<file path="config.mk">
export PLATFORM = sky130hd
export DESIGN_NAME = multicycle_adder
export DESIGN_NICKNAME = d
export VERILOG_FILES = /design/src/rtl/adder_pkg.sv /design/src/rtl/ripple_slice.sv /design/src/rtl/multicycle_adder.sv
export SDC_FILE = /design/constraint.sdc
export NUM_CORES = 1
export LEC_CHECK = 0
export ABC_AREA = 1
export BUFFER_PORTS_ARGS = -buffer_cell sky130_fd_sc_hd__buf_2
export CORE_MARGIN = 4
export CORE_UTILIZATION = 34
export CTS_CLUSTER_DIAMETER = 80
export DETAILED_ROUTE_END_ITERATION = 16
export GPL_TIMING_DRIVEN = 0
export HOLD_SLACK_MARGIN = 0.1
export MAX_ROUTING_LAYER = met4
export PLACE_DENSITY = 0.59
export REMOVE_ABC_BUFFERS = 1
export SYNTH_ARGS = -nofsm -noshare
export SYNTH_HDL_FRONTEND = slang
export SYNTH_SLANG_ARGS = --single-unit
</file>
<file path="constraint.sdc">
create_clock -name Clk -period 8.8 [get_ports Clk]
set_input_delay 1.76 -clock Clk [delete_from_list [all_inputs] [get_ports Clk]]
set_output_delay 1.76 -clock Clk [all_outputs]
set_load 0.1 [all_outputs]
</file>
<file path="src/rtl/adder_pkg.sv">
// rtl/adder_pkg.sv - shared types and helpers for the multicycle adder
package adder_pkg;

    typedef enum logic [1:0] {
        IDLE = 2'd0,
        RUN  = 2'd1,
        DONE = 2'd2
    } state_t;

    // Width of a counter that indexes n chunks; never narrower than one bit.
    function automatic int idx_width(input int n);
        return (n > 1) ? $clog2(n) : 1;
    endfunction

endpackage

</file>
<file path="src/rtl/ripple_slice.sv">
// rtl/ripple_slice.sv - combinational W-bit ripple-carry full-adder chain
module ripple_slice #(
    parameter int W = 4
) (
    input  logic [W-1:0] a,
    input  logic [W-1:0] b,
    input  logic         cin,
    output logic [W-1:0] s,
    output logic         cout
);

    logic [W:0] c;

    // Bit-serial carry chain from LSB to MSB of the slice.
    always_comb begin
        c    = '0;
        s    = '0;
        c[0] = cin;
        for (int i = 0; i < W; i++) begin
            s[i]   = a[i] ^ b[i] ^ c[i];
            c[i+1] = (a[i] & b[i]) | (c[i] & (a[i] ^ b[i]));
        end
        cout = c[W];
    end

endmodule

</file>
<file path="src/rtl/multicycle_adder.sv">
// rtl/multicycle_adder.sv - add/subtract processed CHUNK bits per clock, LSB first
module multicycle_adder
    import adder_pkg::*;
#(
    parameter int WIDTH = 16,
    parameter int CHUNK = 4
) (
    input  logic             Clk,
    input  logic             Reset,
    input  logic             Start,
    input  logic             Sub,
    input  logic [WIDTH-1:0] A,
    input  logic [WIDTH-1:0] B,
    input  logic             Cin,
    output logic [WIDTH-1:0] S,
    output logic             Cout,
    output logic             Overflow,
    output logic             Busy,
    output logic             Done
);

    localparam int NCHUNK = WIDTH / CHUNK;
    localparam int IW     = idx_width(NCHUNK);
    localparam logic [IW-1:0] LAST_IDX = IW'(NCHUNK - 1);

    if (WIDTH % CHUNK != 0) begin : g_width_check
        $fatal(1, "multicycle_adder: WIDTH must be a multiple of CHUNK");
    end

    state_t          state;
    state_t          state_nxt;
    logic [WIDTH-1:0] a_q;
    logic [WIDTH-1:0] b_q;      // already inverted for subtraction
    logic            carry;
    logic [IW-1:0]   idx;
    logic [CHUNK-1:0] a_chunk;
    logic [CHUNK-1:0] b_chunk;
    logic [CHUNK-1:0] sum_chunk;
    logic            carry_out;
    logic            last_chunk;

    assign last_chunk = (idx == LAST_IDX);

    // Pick the operand chunks addressed by the current index.
    always_comb begin
        a_chunk = '0;
        b_chunk = '0;
        for (int i = 0; i < NCHUNK; i++) begin
            if (idx == IW'(i)) begin
                a_chunk = a_q[i*CHUNK +: CHUNK];
                b_chunk = b_q[i*CHUNK +: CHUNK];
            end
        end
    end

    ripple_slice #(
        .W(CHUNK)
    ) u_slice (
        .a    (a_chunk),
        .b    (b_chunk),
        .cin  (carry),
        .s    (sum_chunk),
        .cout (carry_out)
    );

    // State register.
    always_ff @(posedge Clk or posedge Reset) begin
        if (Reset) begin
            state <= IDLE;
        end else begin
            state <= state_nxt;
        end
    end

    // Next-state and status outputs; Start is only looked at in IDLE.
    always_comb begin
        state_nxt = state;
        Busy      = 1'b0;
        Done      = 1'b0;
        case (state)
            IDLE: begin
                if (Start) begin
                    state_nxt = RUN;
                end
            end
            RUN: begin
                Busy = 1'b1;
                if (last_chunk) begin
                    state_nxt = DONE;
                end
            end
            DONE: begin
                Busy      = 1'b1;
                Done      = 1'b1;
                state_nxt = IDLE;
            end
            default: begin
                state_nxt = IDLE;
            end
        endcase
    end

    // Operand latch, per-chunk result write-back and final flag capture.
    always_ff @(posedge Clk or posedge Reset) begin
        if (Reset) begin
            a_q      <= '0;
            b_q      <= '0;
            carry    <= 1'b0;
            idx      <= '0;
            S        <= '0;
            Cout     <= 1'b0;
            Overflow <= 1'b0;
        end else begin
            case (state)
                IDLE: begin
                    if (Start) begin
                        a_q   <= A;
                        b_q   <= Sub ? ~B : B;
                        carry <= Sub ? 1'b1 : Cin;
                        idx   <= '0;
                    end
                end
                RUN: begin
                    for (int i = 0; i < NCHUNK; i++) begin
                        if (idx == IW'(i)) begin
                            S[i*CHUNK +: CHUNK] <= sum_chunk;
                        end
                    end
                    carry <= carry_out;
                    if (last_chunk) begin
                        idx      <= '0;
                        Cout     <= carry_out;
                        // The last chunk holds the MSB, so its sum bit is the final S MSB.
                        Overflow <= (a_q[WIDTH-1] == b_q[WIDTH-1]) &&
                                    (sum_chunk[CHUNK-1] != a_q[WIDTH-1]);
                    end else begin
                        idx <= idx + IW'(1);
                    end
                end
                default: begin
                end
            endcase
        end
    end

endmodule

</file>
==> results of run 1 <==
[registers in the layout (all words and copies together) (netlist names)]
name and cells:
Overflow 1, carry 1, a_q 16, state 2, idx 2, S 16
b_q 16, Cout 1
[tightest hold or removal path, stage by stage (launching register included)]
cell,delay (ns)
sky130_fd_sc_hd__dfrtp_1,0.36
sky130_fd_sc_hd__nand2_1,0.05
sky130_fd_sc_hd__nand2_1,0.05
[final cells by class]
class	count	area share, %
sequential	55	43.05
multi-input combinational	224	37.38
timing repair buffer	57	9.393
tap	102	3.992
inverter	28	3.444
clock buffer	5	2.153
clock inverter	3	0.5871
[logic make-up (layout without fill, tap and decap cells)]
family | after synthesis | after routing | share of synthesized area [%]
AOI/OAI and AO/OA | 62 | 62 | 12.76
buffers and inverters | 42 | 93 | 8.666
xor gates and xnor gates | 16 | 16 | 4.978
DFF | 55 | 55 | 48.89
and+or+nand+nor | 135 | 135 | 18.76
adders and majority gates | 11 | 11 | 5.956
[cell usage in the layout (no fill, tap or decap), drive strengths merged]
master	Yosys	final
inv	27	28
fa	4	4
clkbuf	0	5
nand2	116	116
or2	1	1
ha	7	7
o21ai	43	43
nand3	9	9
xnor2	16	16
clkinv	1	3
a21oi	16	16
nor2	9	9
a21boi	3	3
buf	14	57
dfrtp	55	55
[layer usage]
metal  vias to the layer above  global-route usage, %  share of wire [%]  routed length [µm]
li1                       1107                      -                  -                   -
met1                       945                  17.70                 48                2841
met2                        46                  20.14                 46                2715
met5                         -                      -                  0                   0
met4                         0                  3.046                1.0                  59
met3                         4                  2.619                5.0                 296
[through the flow]
stage,std cells,hold WS (ns),area (µm²),util [%],setup WS (ns)
2_1_floorplan,307,0.4473,2681,-,5.697
3_3_place_gp,465,0.4619,3089,39.17,4.949
3_5_place_dp,466,0.4667,3109,39.42,5.228
4_1_cts,474,0.4931,3197,40.53,5.196
5_1_grt,474,0.5106,3197,40.53,4.962
6_report,474,0.4888,3197,40.53,5.228
[final timing paths]
kind	startpoint	to	slack [ns]	depth (start not counted)
hold reg to reg	a_q[14]	a_q[14]	0.49	2
setup / recovery	idx[0]	Overflow	5.23	18
max in group asynchronous	Reset	idx[1]	6.74	3
hold / removal	a_q[14]	a_q[14]	0.49	2
setup reg to reg	idx[0]	Overflow	5.23	18
min in group asynchronous	Reset	a_q[10]	1.50	2
==> flow_summary.rst, run 1 <==
.. list-table::
   :header-rows: 1

   * - Metric
     - Value
   * - Cell type with the highest occurrence count on the critical path
     - sky130_fd_sc_hd__inv_1
   * - Total of flip-flops plus latches after synthesis
     - 55
   * - Row count
     - 32
   * - Antenna diodes
     - 0
   * - Number of hold violations in the final report
     - 0
   * - Number of post-CTS setup repair buffers
     - 0
   * - Fmax
     - between 200 and 300 MHz
   * - H-tree levels
     - 2
   * - DR DRC count
     - 0
   * - Share of flip-flops with an asynchronous set or reset after synthesis
     - 100.0%
   * - Kind of start point of the critical path
     - register
   * - Fraction of synthesized cell area taken by the top area cell type
     - roughly half
   * - Avg Cell Area, Syn
     - between 8 and 9 µm²
   * - Commonest cells in the synthesized netlist
     - sky130_fd_sc_hd__nand2_1, sky130_fd_sc_hd__dfrtp_1, sky130_fd_sc_hd__inv_1, sky130_fd_sc_hd__o21ai_0
   * - Number of buffers added to fix hold violations after cts
     - 0
   * - Cells after Synth
     - 321
   * - Critical-path maximum fanout
     - 14
   * - Clock slew seen by the registers of the worst setup and hold paths
     - 0.10 ns
   * - Worst Path Class, Setup
     - register to register
   * - Setup violators final
     - 0
   * - Library cell with the largest summed area after synthesis
     - sky130_fd_sc_hd__dfrtp_1
   * - Initial cell density of the core
     - approximately 36%
   * - Path category of the worst min-delay check
     - register to register
   * - CTS-repair resized insts
     - 0
   * - Post-synth design cell area
     - about 0.0028 mm²
   * - Residual antenna-violating net count after detailed routing
     - 0
   * - Die Ht
     - 99.00 µm
   * - Flip-flop cell with the highest count after synthesis
     - sky130_fd_sc_hd__dfrtp_1
   * - GRT Util Overall
     - roughly an eighth
   * - Required time of the critical path
     - 9.04 ns
   * - Storage cell area
     - 0.001376 mm²
   * - Unique cell type count in the Yosys netlist
     - 22
   * - Global-route wire length before repair
     - 10210 µm
   * - EDFF count, synth
     - 0
   * - Antenna violations before repair
     - 0
   * - Total number of vias
     - between 2k and 2.5k
   * - Max Transition Viols Final
     - 0
   * - Die X
     - 99.00 µm
   * - Dominant delay contributor by cell family on the critical path
     - adder cells
   * - Via count of the first global-routing pass
     - 2135
   * - Total Routed Length
     - 5913 µm
   * - Core footprint
     - 0.007888 mm²
   * - CP max-delay cell
     - sky130_fd_sc_hd__ha_1
   * - Cell chosen for the clock root
     - sky130_fd_sc_hd__clkbuf_8
   * - CTS tree
     - built
   * - Number of nets in the final layout
     - 419
   * - Count of pins on the block boundary
     - 57
   * - Post-synthesis to final-layout area growth
     - 13.56%
   * - Layout cell share with drive strength beyond 1
     - 21.77%
   * - Max-slew headroom
     - between 50% and 60%
   * - Worst Path Arrival
     - 3.81 ns
   * - Share of the clock period used by the worst path
     - roughly 41%
   * - Num Clock Sinks
     - 55
   * - Number of buffer and inverter stages on the critical path
     - 6
   * - Post-detailed-route via-to-cell ratio
     - 4.435
   * - Post-Route Skew
     - 0.005226 ns
   * - Total Negative Setup Slacks
     - 0 ns
   * - Worst-Margin Slew
     - 0.7202 ns
   * - Fill cell total of the finished layout
     - 830
   * - Clock network latency to the later pin of the worst-skew pair
     - 0.30 ns
   * - Outcome
     - finished, final reports clean
   * - Setup repair after global routing missed its margin
     - no
   * - Router iterations before antenna repair
     - 4
   * - Maximum Capacitance Violations
     - 0
   * - First-iteration detailed-routing DRC count
     - 103
   * - Largest incremental delay on the critical path
     - 0.53 ns
   * - Number of CTS-inserted buffers
     - 5
   * - Number of warnings reported in the yosys synthesis log
     - 0
   * - Final worst path period need
     - 3.572 ns
   * - Area taken by multi-input logic gates
     - 0.001195 mm²
   * - Leading post-synthesis cells by cell area
     - sky130_fd_sc_hd__dfrtp_1, sky130_fd_sc_hd__nand2_1, sky130_fd_sc_hd__xnor2_1
   * - Nature of the critical path endpoint
     - register
   * - Maximum clock path buffer count
     - 2
   * - Buffers on Ports
     - between 50 and 60
   * - Sum of net half-perimeters after detailed placement
     - 4339 µm
   * - Final weighted congestion of routability-driven global placement
     - a little under 0.8
   * - Part of the Yosys area used for sequential elements
     - slightly below 50%
   * - Final routed wire length divided by cell count
     - approximately 12 µm
   * - Overflow left after global routing
     - 0
   * - Count leader, synth
     - sky130_fd_sc_hd__nand2_1
   * - Pin count of the biggest net entering global routing
     - 46
   * - DIE AREA
     - ~0.0098 mm²
   * - Crit path cell chain
     - inv_1, ha_1, inv_1, nor2_1, nor2_1, a21boi_0, fa_1, inv_1, fa_1, inv_1, fa_1, inv_1, fa_1, inv_1, nand3_1, nand2_1, nor2_1, nor2_1
Power of run 1 is left out: the tool's default activity adds up to more than one toggle a clock period on the data nets, which glitch-free logic cannot reach.
==> run 2, diff against run 1 <==
--- a/config.mk
+++ b/config.mk
@@ -14,7 +14,7 @@
 export GPL_TIMING_DRIVEN = 0
 export HOLD_SLACK_MARGIN = 0.1
 export MAX_ROUTING_LAYER = met4
-export PLACE_DENSITY = 0.59
+export PLACE_DENSITY = 0.61
 export REMOVE_ABC_BUFFERS = 1
 export SYNTH_ARGS = -nofsm -noshare
 export SYNTH_HDL_FRONTEND = slang
==> constraint.sdc (replaced) <==
create_clock -name Clk -period 2.87 [get_ports Clk]
set_input_delay 0.574 -clock Clk [delete_from_list [all_inputs] [get_ports Clk]]
set_output_delay 0.574 -clock Clk [all_outputs]
set_load 0.1 [all_outputs]
==> flow_summary.rst, run 2 (same netlist as run 1, synthesis figures left out) <==
.. list-table::
   :header-rows: 1

   * - Metric
     - Value
   * - First-iteration detailed-routing DRC count
     - 103 (unchanged)
   * - Antenna diodes
     - 0 (unchanged)
   * - Maximum Capacitance Violations
     - 0 (unchanged)
   * - Num Clock Sinks
     - 55 (unchanged)
   * - Fill cell total of the finished layout
     - 781 (was 830)
   * - Die X
     - 99.00 µm (unchanged)
   * - Nature of the critical path endpoint
     - register (unchanged)
   * - Total number of vias
     - 2242 (was 2102)
   * - Cell chosen for the clock root
     - sky130_fd_sc_hd__clkbuf_8 (unchanged)
   * - Setup violators final
     - 4 (was 0)
   * - Reg2Reg Setup Slack
     - -0.13 ns (was 5.23 ns)
   * - Post-synthesis to final-layout area growth
     - 24.22% (was 13.56%)
   * - Setup repair after global routing missed its margin
     - yes (was no)
   * - Count of pins on the block boundary
     - 57 (unchanged)
   * - Post-detailed-route via-to-cell ratio
     - 4.529 (was 4.435)
   * - Cell type with the highest occurrence count on the critical path
     - sky130_fd_sc_hd__nand2_1 (was sky130_fd_sc_hd__inv_1)
   * - Crit path cell chain
     - buf_6, ha_4, buf_4, buf_4, a21oi_1, nand2_1, nand2_1, nand2_1, fa_2, inv_2, fa_2, inv_2, fa_1, inv_2, nand3_2, nand2_1, nor2_1, nor2_1 (was inv_1, ha_1, inv_1, nor2_1, nor2_1, a21boi_0, fa_1, inv_1, fa_1, inv_1, fa_1, inv_1, fa_1, inv_1, nand3_1, nand2_1, nor2_1, nor2_1)
   * - Core footprint
     - 0.007888 mm² (unchanged)
   * - CP max-delay cell
     - sky130_fd_sc_hd__fa_1 (was sky130_fd_sc_hd__ha_1)
   * - Post-placement cell count
     - 466 (unchanged)
   * - DIE AREA
     - 0.009800 mm² (unchanged)
   * - Total Negative Setup Slacks
     - -0.3168 ns (was 0 ns)
   * - Max-slew headroom
     - 66.65% (was 51.99%)
   * - RR Endpoint
     - Overflow (unchanged)
   * - Final routed wire length divided by cell count
     - 12.48 µm (was 12.47 µm)
   * - Number of nets in the final layout
     - 441 (was 419)
   * - Fmax
     - 333.8 MHz (was 280.0 MHz)
   * - Worst Path Class, Setup
     - register to register (unchanged)
   * - Non-filler cells, final
     - 495 (was 474)
   * - Clock network latency to the later pin of the worst-skew pair
     - 0.30 ns (about the same)
   * - Worst-Margin Slew
     - 0.5002 ns (was 0.7202 ns)
   * - Critical-path maximum fanout
     - 7 (was 14)
   * - Highest-count cells in the layout ignoring fill and taps
     - sky130_fd_sc_hd__nand2_1, sky130_fd_sc_hd__buf_2, sky130_fd_sc_hd__dfrtp_1, sky130_fd_sc_hd__buf_4, sky130_fd_sc_hd__inv_1 (was sky130_fd_sc_hd__nand2_1, sky130_fd_sc_hd__buf_2, sky130_fd_sc_hd__dfrtp_1, sky130_fd_sc_hd__inv_1, sky130_fd_sc_hd__o21ai_0)
   * - Number of buffers added to fix hold violations after cts
     - 0 (unchanged)
   * - Worst Path Arrival
     - 3.19 ns (was 3.81 ns)
   * - Initial cell density of the core
     - 35.69% (unchanged)
   * - Share of the clock period used by the worst path
     - 104.4% (was 40.59%)
   * - Path category of the worst min-delay check
     - primary input to asynchronous set/reset pin (was register to register)
   * - Required time of the critical path
     - 3.07 ns (was 9.04 ns)
   * - Clock slew seen by the registers of the worst setup and hold paths
     - 0.09 ns (was 0.10 ns)
   * - Beginning of the worst register-to-register path
     - idx[1] (was idx[0])
   * - H-tree levels
     - 2 (unchanged)
   * - Maximum clock path buffer count
     - 2 (unchanged)
   * - Final weighted congestion of routability-driven global placement
     - 0.7959 (was 0.7834)
   * - Outcome
     - complete, but fails checks (was finished, final reports clean)
   * - Number of hold violations in the final report
     - 0 (unchanged)
   * - Setup Slack @ Placement
     - -0.6728 ns (was 5.228 ns)
   * - Sum of net half-perimeters after detailed placement
     - 4260 µm (was 4339 µm)
   * - Overflow left after global routing
     - 0 (unchanged)
   * - GRT Util Overall
     - 13.67% (was 13.03%)
   * - Buffers on Ports
     - 56 (unchanged)
   * - Row count
     - 32 (unchanged)
   * - CTS tree
     - built (unchanged)
   * - DR DRC count
     - 0 (unchanged)
   * - Max Transition Viols Final
     - 0 (unchanged)
   * - Largest registers in the final layout
     - S x16, a_q x16, b_q x16 (unchanged)
   * - Post-Route Skew
     - 0.007234 ns (was 0.005226 ns)
   * - Worst reg-to-reg path cell count
     - 18 (unchanged)
   * - Global-route wire length before repair
     - 10620 µm (was 10210 µm)
   * - Kind of start point of the critical path
     - register (unchanged)
   * - Residual antenna-violating net count after detailed routing
     - 0 (unchanged)
   * - Largest incremental delay on the critical path
     - 0.56 ns (was 0.53 ns)
   * - Router iterations before antenna repair
     - 4 (unchanged)
   * - Pin count of the biggest net entering global routing
     - 46 (unchanged)
   * - Failing checks
     - setup timing
   * - Number of CTS-inserted buffers
     - 5 (unchanged)
   * - Via count of the first global-routing pass
     - 2237 (was 2135)
   * - Most common cell after layout, fill and taps aside
     - sky130_fd_sc_hd__nand2_1 (unchanged)
   * - Antenna violations before repair
     - 0 (unchanged)
   * - Layout cell share with drive strength beyond 1
     - 32.32% (was 21.77%)
   * - Die Ht
     - 99.00 µm (unchanged)
   * - Total Routed Length
     - 6178 µm (was 5913 µm)
   * - Post-route setup slack
     - -0.1255 ns (was 5.228 ns)
   * - Final worst path period need
     - 2.995 ns (was 3.572 ns)
[run 2: how the worst max path moves through the flow]
stage          cells after the start    from       end
6_report                          18  idx[1]  Overflow
3_3_place_gp                      18  idx[0]  Overflow
2_1_floorplan                     18  idx[0]  Overflow
3_5_place_dp                      18  idx[0]  Overflow
4_1_cts                           16  idx[0]  Overflow
5_1_grt                           17  idx[1]  Overflow
[run 2: timing repair]
action                                  4_1_cts  5_1_grt
gates resized for setup                      23       18
pin swaps                                     3       10
buffers inserted                             15        7
endpoints found under the setup margin       11        6
[run 2: area by class of cell]
cell class,instances,area [µm²],share of cell area [%]
inverter,28,117.6,3.363
tap,102,127.6,3.649
sequential,55,1378,39.39
clock inverter,1,30.03,0.8587
timing repair buffer,79,476.7,13.63
multi-input combinational,224,1295,37.03
clock buffer,6,72.57,2.075
[run 2: worst max-delay path, delay by kind of cell, from the launching register on]
kind            cells  cell delay (ns)
compound gates      1             0.11
fa+ha+maj           4             1.30
buf+inv             6             0.59
flops               1             0.42
simple gates        7             0.45
[run 2: layer usage]
metal  up-vias  GRT usage, %  wire length (µm)  share of wire [%]
met4         0         2.941                71                1.1
met2        49         21.64              2940                 48
met3         9         2.831               305                4.9
li1       1150             -                 -                  -
met5         -             -                 0                  0
met1      1034         18.17              2861                 46
[run 2: per-stage QoR]
step	util, %	instance area [µm²]	hold slack, ns
4_1_cts	42.99	3391	0.2701
2_1_floorplan	-	2681	0.4473
5_1_grt	44.34	3497	0.2863
3_3_place_gp	39.17	3089	0.4599
3_5_place_dp	39.42	3109	0.4652
6_report	44.34	3497	0.2548
Power of run 2 is left out for the same reason.
